## src/rtl/serial_subtractor_16_if.sv

```systemverilog
// Operand/result handshake bundle for the bit-serial subtractor.
// borrow_out is present only when SUB_BORROW_OUT_EN is defined.
interface serial_subtractor_16_if #(
  parameter int WIDTH = 16
);
  logic             in_valid;
  logic             in_ready;
  logic [WIDTH-1:0] a;
  logic [WIDTH-1:0] b;
  logic             out_valid;
  logic             out_ready;
  logic [WIDTH-1:0] diff;
`ifdef SUB_BORROW_OUT_EN
  logic             borrow_out;
`endif

  // master: operand producer / result consumer side
  modport master (
    output in_valid, a, b, out_ready,
    input  in_ready, out_valid, diff
`ifdef SUB_BORROW_OUT_EN
    , input borrow_out
`endif
  );

  // slave: the subtractor itself
  modport slave (
    input  in_valid, a, b, out_ready,
    output in_ready, out_valid, diff
`ifdef SUB_BORROW_OUT_EN
    , output borrow_out
`endif
  );
endinterface

```

## src/rtl/serial_subtractor_16.sv

```systemverilog
// Bit-serial a-b, LSB first, one borrow cell; out_valid WIDTH clocks after accept, held under unbounded backpressure.
// SUB_BORROW_OUT_EN adds the final borrow (a < b unsigned) as borrow_out.
module serial_subtractor_16 #(
  parameter int WIDTH = 16
) (
  input logic                  clk,
  input logic                  rst_n,
  serial_subtractor_16_if.slave bus
);
  localparam int CW = $clog2(WIDTH);

  typedef enum logic [1:0] {
    IDLE,
    RUN,
    DONE
  } state_e;

  state_e           state_q, state_d;
  logic [WIDTH-1:0] sh_a_q, sh_a_d;
  logic [WIDTH-1:0] sh_b_q, sh_b_d;
  logic [WIDTH-1:0] res_q, res_d;
  logic [WIDTH-1:0] diff_q, diff_d;
  logic             borrow_q, borrow_d;
  logic [CW-1:0]    cnt_q, cnt_d;
  logic             bit_diff;
  logic             bit_borrow;
`ifdef SUB_BORROW_OUT_EN
  logic             borrow_out_q, borrow_out_d;
`endif

  // Single full-subtractor cell fed from the LSBs of the operand shifters
  assign bit_diff   = sh_a_q[0] ^ sh_b_q[0] ^ borrow_q;
  assign bit_borrow = (~sh_a_q[0] & sh_b_q[0]) | (~(sh_a_q[0] ^ sh_b_q[0]) & borrow_q);

  always_comb begin
    state_d  = state_q;
    sh_a_d   = sh_a_q;
    sh_b_d   = sh_b_q;
    res_d    = res_q;
    diff_d   = diff_q;
    borrow_d = borrow_q;
    cnt_d    = cnt_q;
`ifdef SUB_BORROW_OUT_EN
    borrow_out_d = borrow_out_q;
`endif
    case (state_q)
      IDLE: begin
        if (bus.in_valid) begin
          sh_a_d   = bus.a;
          sh_b_d   = bus.b;
          borrow_d = 1'b0;
          cnt_d    = '0;
          state_d  = RUN;
        end
      end
      RUN: begin
        sh_a_d   = {1'b0, sh_a_q[WIDTH-1:1]};
        sh_b_d   = {1'b0, sh_b_q[WIDTH-1:1]};
        res_d    = {bit_diff, res_q[WIDTH-1:1]};
        borrow_d = bit_borrow;
        cnt_d    = cnt_q + CW'(1);
        // diff only moves on the last step so consumers never see a partial shift
        if (cnt_q == CW'(WIDTH - 1)) begin
          diff_d  = {bit_diff, res_q[WIDTH-1:1]};
`ifdef SUB_BORROW_OUT_EN
          borrow_out_d = bit_borrow;
`endif
          state_d = DONE;
        end
      end
      DONE: begin
        if (bus.out_ready) begin
          state_d = IDLE;
        end
      end
      default: state_d = IDLE;
    endcase
  end

  always_ff @(posedge clk) begin
    if (!rst_n) begin
      state_q  <= IDLE;
      sh_a_q   <= '0;
      sh_b_q   <= '0;
      res_q    <= '0;
      diff_q   <= '0;
      borrow_q <= 1'b0;
      cnt_q    <= '0;
`ifdef SUB_BORROW_OUT_EN
      borrow_out_q <= 1'b0;
`endif
    end else begin
      state_q  <= state_d;
      sh_a_q   <= sh_a_d;
      sh_b_q   <= sh_b_d;
      res_q    <= res_d;
      diff_q   <= diff_d;
      borrow_q <= borrow_d;
      cnt_q    <= cnt_d;
`ifdef SUB_BORROW_OUT_EN
      borrow_out_q <= borrow_out_d;
`endif
    end
  end

  assign bus.in_ready  = (state_q == IDLE);
  assign bus.out_valid = (state_q == DONE);
  assign bus.diff      = diff_q;
`ifdef SUB_BORROW_OUT_EN
  assign bus.borrow_out = borrow_out_q;
`endif

endmodule
```

## src/flat_wrapper.sv

```systemverilog
// flat-port wrapper written by rule: the top's interface ports become plain ports
module serial_subtractor_16_flat 
#(
  parameter int WIDTH = 16
)
  (clk, rst_n, bus_in_valid, bus_a, bus_b, bus_out_ready, bus_in_ready, bus_out_valid, bus_diff);
  serial_subtractor_16_if #(.WIDTH(WIDTH)) bus_i ();
  input logic clk;
  input logic rst_n;
  input wire logic [$bits(bus_i.in_valid)-1:0] bus_in_valid;
  input wire logic [$bits(bus_i.a)-1:0] bus_a;
  input wire logic [$bits(bus_i.b)-1:0] bus_b;
  input wire logic [$bits(bus_i.out_ready)-1:0] bus_out_ready;
  output wire logic [$bits(bus_i.in_ready)-1:0] bus_in_ready;
  output wire logic [$bits(bus_i.out_valid)-1:0] bus_out_valid;
  output wire logic [$bits(bus_i.diff)-1:0] bus_diff;
  assign bus_i.in_valid = bus_in_valid;
  assign bus_i.a = bus_a;
  assign bus_i.b = bus_b;
  assign bus_i.out_ready = bus_out_ready;
  assign bus_in_ready = bus_i.in_ready;
  assign bus_out_valid = bus_i.out_valid;
  assign bus_diff = bus_i.diff;
  serial_subtractor_16 #(.WIDTH(WIDTH)) u_core (.clk(clk), .rst_n(rst_n), .bus(bus_i));
endmodule
```

## config.mk

```make
export PLATFORM = sky130hd
export DESIGN_NAME = serial_subtractor_16_flat
export DESIGN_NICKNAME = d
export VERILOG_FILES = /design/src/rtl/serial_subtractor_16_if.sv /design/src/rtl/serial_subtractor_16.sv /design/src/flat_wrapper.sv
export SDC_FILE = /design/constraint.sdc
export NUM_CORES = 1
export LEC_CHECK = 0
export CORE_MARGIN = 5
export CORE_UTILIZATION = 56
export DETAILED_ROUTE_END_ITERATION = 7
export MAX_ROUTING_LAYER = met4
export PLACE_DENSITY = 0.87
export SLEW_MARGIN = 0
export SYNTH_ARGS = -nofsm -noshare
export SYNTH_HDL_FRONTEND = slang
export SYNTH_SLANG_ARGS = --single-unit
```

## constraint.sdc

```tcl
create_clock -name clk -period 2 [get_ports clk]
set_input_delay 0.3 -clock clk [delete_from_list [all_inputs] [get_ports clk]]
set_output_delay 0.3 -clock clk [all_outputs]
set_load 0.05 [all_outputs]
```

==> metrics.txt <==
status complete, no violations; DRT antenna net count 0; first-pass GRT wire length 11.5 mm; Reg area 0.00140 sq mm; R2R Path Start u_core.state_q[0]$_SDFFE_PN0P_; Clock Latency Late Sink 0.34 ns; die footprint 0.00692 sq mm; FF-to-FF End u_core.sh_b_q[11]$_SDFFE_PN0P_; power density cells 827 mW/mm^2; layout cells sized above 1 0.149; Hold WC Path Type flip-flop to flip-flop; Syn Nets 391; Die Y 83.2 um; number of global-route vias before repair 2,512; Non-Filler Instances 465; Worst VDD drop 0.503 mV; GRT Overall Usage 0.205; overflow left after global routing 0; GPL Wtd Cong 0.785; Fmax achieved 0.539 GHz; final wirelength 6.84 mm; max_slew headroom 0.168; CP cell instances clkdlybuf4s50_1, nor2_1, nor2_2, o221a_2; nets 429; Via Count 2,675; R2R Setup Slk 0.21 ns; Hold Path Stages 2; largest net degree at the start of global routing 70; Crit path max-delay family simple AND/OR/NAND/NOR gates; sequential-to-total area share from yosys stat 0.467; WP buf/inv 1; Hold Buf Count CTS 0; total core area 0.00514 sq mm; I/O Pins 54; Post-CTS Resized 0; routed length per instance 14.7 um; min-delay src u_core.res_q[1]$_SDFFE_PN0P_; maximum net fanout on the critical path 30; maximum clock path buffer count 2; FF-to-FF path depth 3; Slew @ Worst Pin 1.25 ns; Critical Path Max Stage Delay 0.93 ns; Gate Count Post-Synth 353; # port buffers 53; Yosys warnings 0; Seq cells post-synth 70; Syn Std Cell Area 0.00300 sq mm; Critical Path Start bus_in_valid; Setup Fix Bufs, Post-CTS 0; CTS Sinks 70; hold endpoint u_core.res_q[1]$_SDFFE_PN0P_; Starting DRT DRC Count 165; Total Power 3.14 mW; LEAKAGE 1.38 nW; DRT Pass-1 Iters 4; final slew viol count 0; required time of the worst setup path 2.28 ns; area of the multi-input gates 0.00144 sq mm; startpoint class of the critical path primary input; synth-to-layout area growth 26.4%; Clock Root Buffer clkbuf_8; Final Hold Fails 0; H-Tree Depth 3; endpoints failing setup 0; cts bufs inserted 9; synth unique cells 25; number of max-cap violations 0; CP Capture Type flip-flop; WP data arrival 2.14 ns; Clock transition at path regs 0.07 ns; Core Rows 26; Die Wd 83.2 um; DP Cell Count 450; Filler cells 407; initial antenna violation count 0; crit share post-route 0.928; RSZ-0062 raised after global routing no; slowest library cell on the worst path nor2_2; Initial Utilization 0.584; Vias/cell 5.75; Remaining DRCs 0; fin crit period 1.86 ns; syn_area_per_cell 8.50 sq um; # diodes 0; kind of critical path primary input to flip-flop; detailed placer's ending HPWL 4.37 mm; Worst Skew 0.00861 ns; CTS tree done
==> final cells by class <==
class,instances,share of cell area
multi-input combinational,246,0.380
clock buffer,12,0.0409
timing repair buffer,62,0.166
clock inverter,3,0.0178
inverter,2,0.00198
tap,70,0.0231
sequential,70,0.370
==> power by group <==
| group | internal, mW | switching, mW |
|---|---|---|
| Clock | 0.764 | 0.501 |
| Sequential | 1.46 | 0.0398 |
| Combinational | 0.192 | 0.179 |
==> worst max-delay path by stage <==
stage,endpoint,slack [ns],cells past startpoint
floorplan,u_core.sh_a_q[15]$_SDFFE_PN0P_,0.28,5
global placement,u_core.sh_b_q[11]$_SDFFE_PN0P_,-0.13,4
detailed placement,u_core.sh_b_q[11]$_SDFFE_PN0P_,-0.13,4
CTS,bus_diff[11],0.19,1
global route,u_core.sh_b_q[11]$_SDFFE_PN0P_,0.10,4
finish,u_core.sh_b_q[11]$_SDFFE_PN0P_,0.14,4
==> worst min-delay path: cells and delay by family (launching register included) <==
family	cells	cell delay, ns
flip-flops	1	0.32
AO/OA/AOI/OAI	1	0.05
AND/OR/NAND/NOR	1	0.05
==> registers in the layout (all words and copies together), names as in the netlist <==
name             count
u_core.cnt_q         4
u_core.borrow_q      1
u_core.sh_a_q       16
u_core.sh_b_q       16
u_core.bus.diff     16
u_core.state_q       2
u_core.res_q        15
==> cells in the mapped netlist <==
master / n / share of area
inv_1: 2 / 0.0025
a22oi_1: 2 / 0.0050
nand3_1: 18 / 0.030
a31oi_1: 1 / 0.0021
a211oi_1: 3 / 0.0075
nor2_1: 40 / 0.050
nor2b_1: 33 / 0.069
dfxtp_1: 70 / 0.47
nand2b_1: 1 / 0.0021
and3_1: 1 / 0.0021
o21bai_2: 1 / 0.0038
buf_2: 13 / 0.022
o221a_2: 30 / 0.11
mux2i_1: 1 / 0.0033
a32oi_1: 2 / 0.0058
o21ai_0: 15 / 0.025
nand2_1: 32 / 0.040
ha_1: 1 / 0.0042
o32a_1: 1 / 0.0033
a21oi_1: 61 / 0.10
clkbuf_1: 20 / 0.025
o21a_1: 1 / 0.0025
buf_4: 2 / 0.0050
or3_1: 1 / 0.0021
fa_1: 1 / 0.0067
==> layer usage <==
layer,part of all wire,GRT usage,vias up
li1,-,-,1325
met2,0.50,0.337,63
met5,0,-,-
met3,0.048,0.0455,12
met4,0.016,0.0832,0
met1,0.44,0.243,1275
==> cells in the final DEF, fill, tap and decap left out, types with 2 or more instances in the layout <==
master	netlist	final
dfxtp_1	70	69
a21oi_1	61	61
clkdlybuf4s50_1	0	51
nor2_1	40	39
nor2b_1	33	32
nand2_1	32	32
o221a_2	30	30
nand3_1	18	18
o21ai_0	15	15
clkbuf_8	0	11
buf_4	2	8
a211oi_1	3	3
buf_12	0	3
inv_1	2	2
a22oi_1	2	2
a32oi_1	2	2
bufinv_16	0	2
==> cell families (layout without fill, tap and decap cells) <==
family | Yosys count | in the layout | share of synthesized area
fa+ha+maj | 2 | 2 | 0.0108
simple gates | 126 | 126 | 0.195
compound gates | 117 | 117 | 0.269
mux | 1 | 1 | 0.00334
buf+inv | 37 | 79 | 0.0542
flops | 70 | 70 | 0.467
==> stage by stage <==
step                      TNS, ns  hold slack, ns   util  instance area [sq um]  setup slack [ns]
final                           0           0.470  0.738                   3790             0.144
after global routing            0           0.491  0.738                   3790             0.101
after CTS                       0           0.472  0.738                   3790             0.186
after detailed placement    -3.03           0.454  0.694                   3570            -0.129
after global placement      -2.84           0.442  0.694                   3570            -0.126
after floorplan                 0           0.437      -                   3000             0.282
No activity file was read; power rests on OpenSTA's default activity.
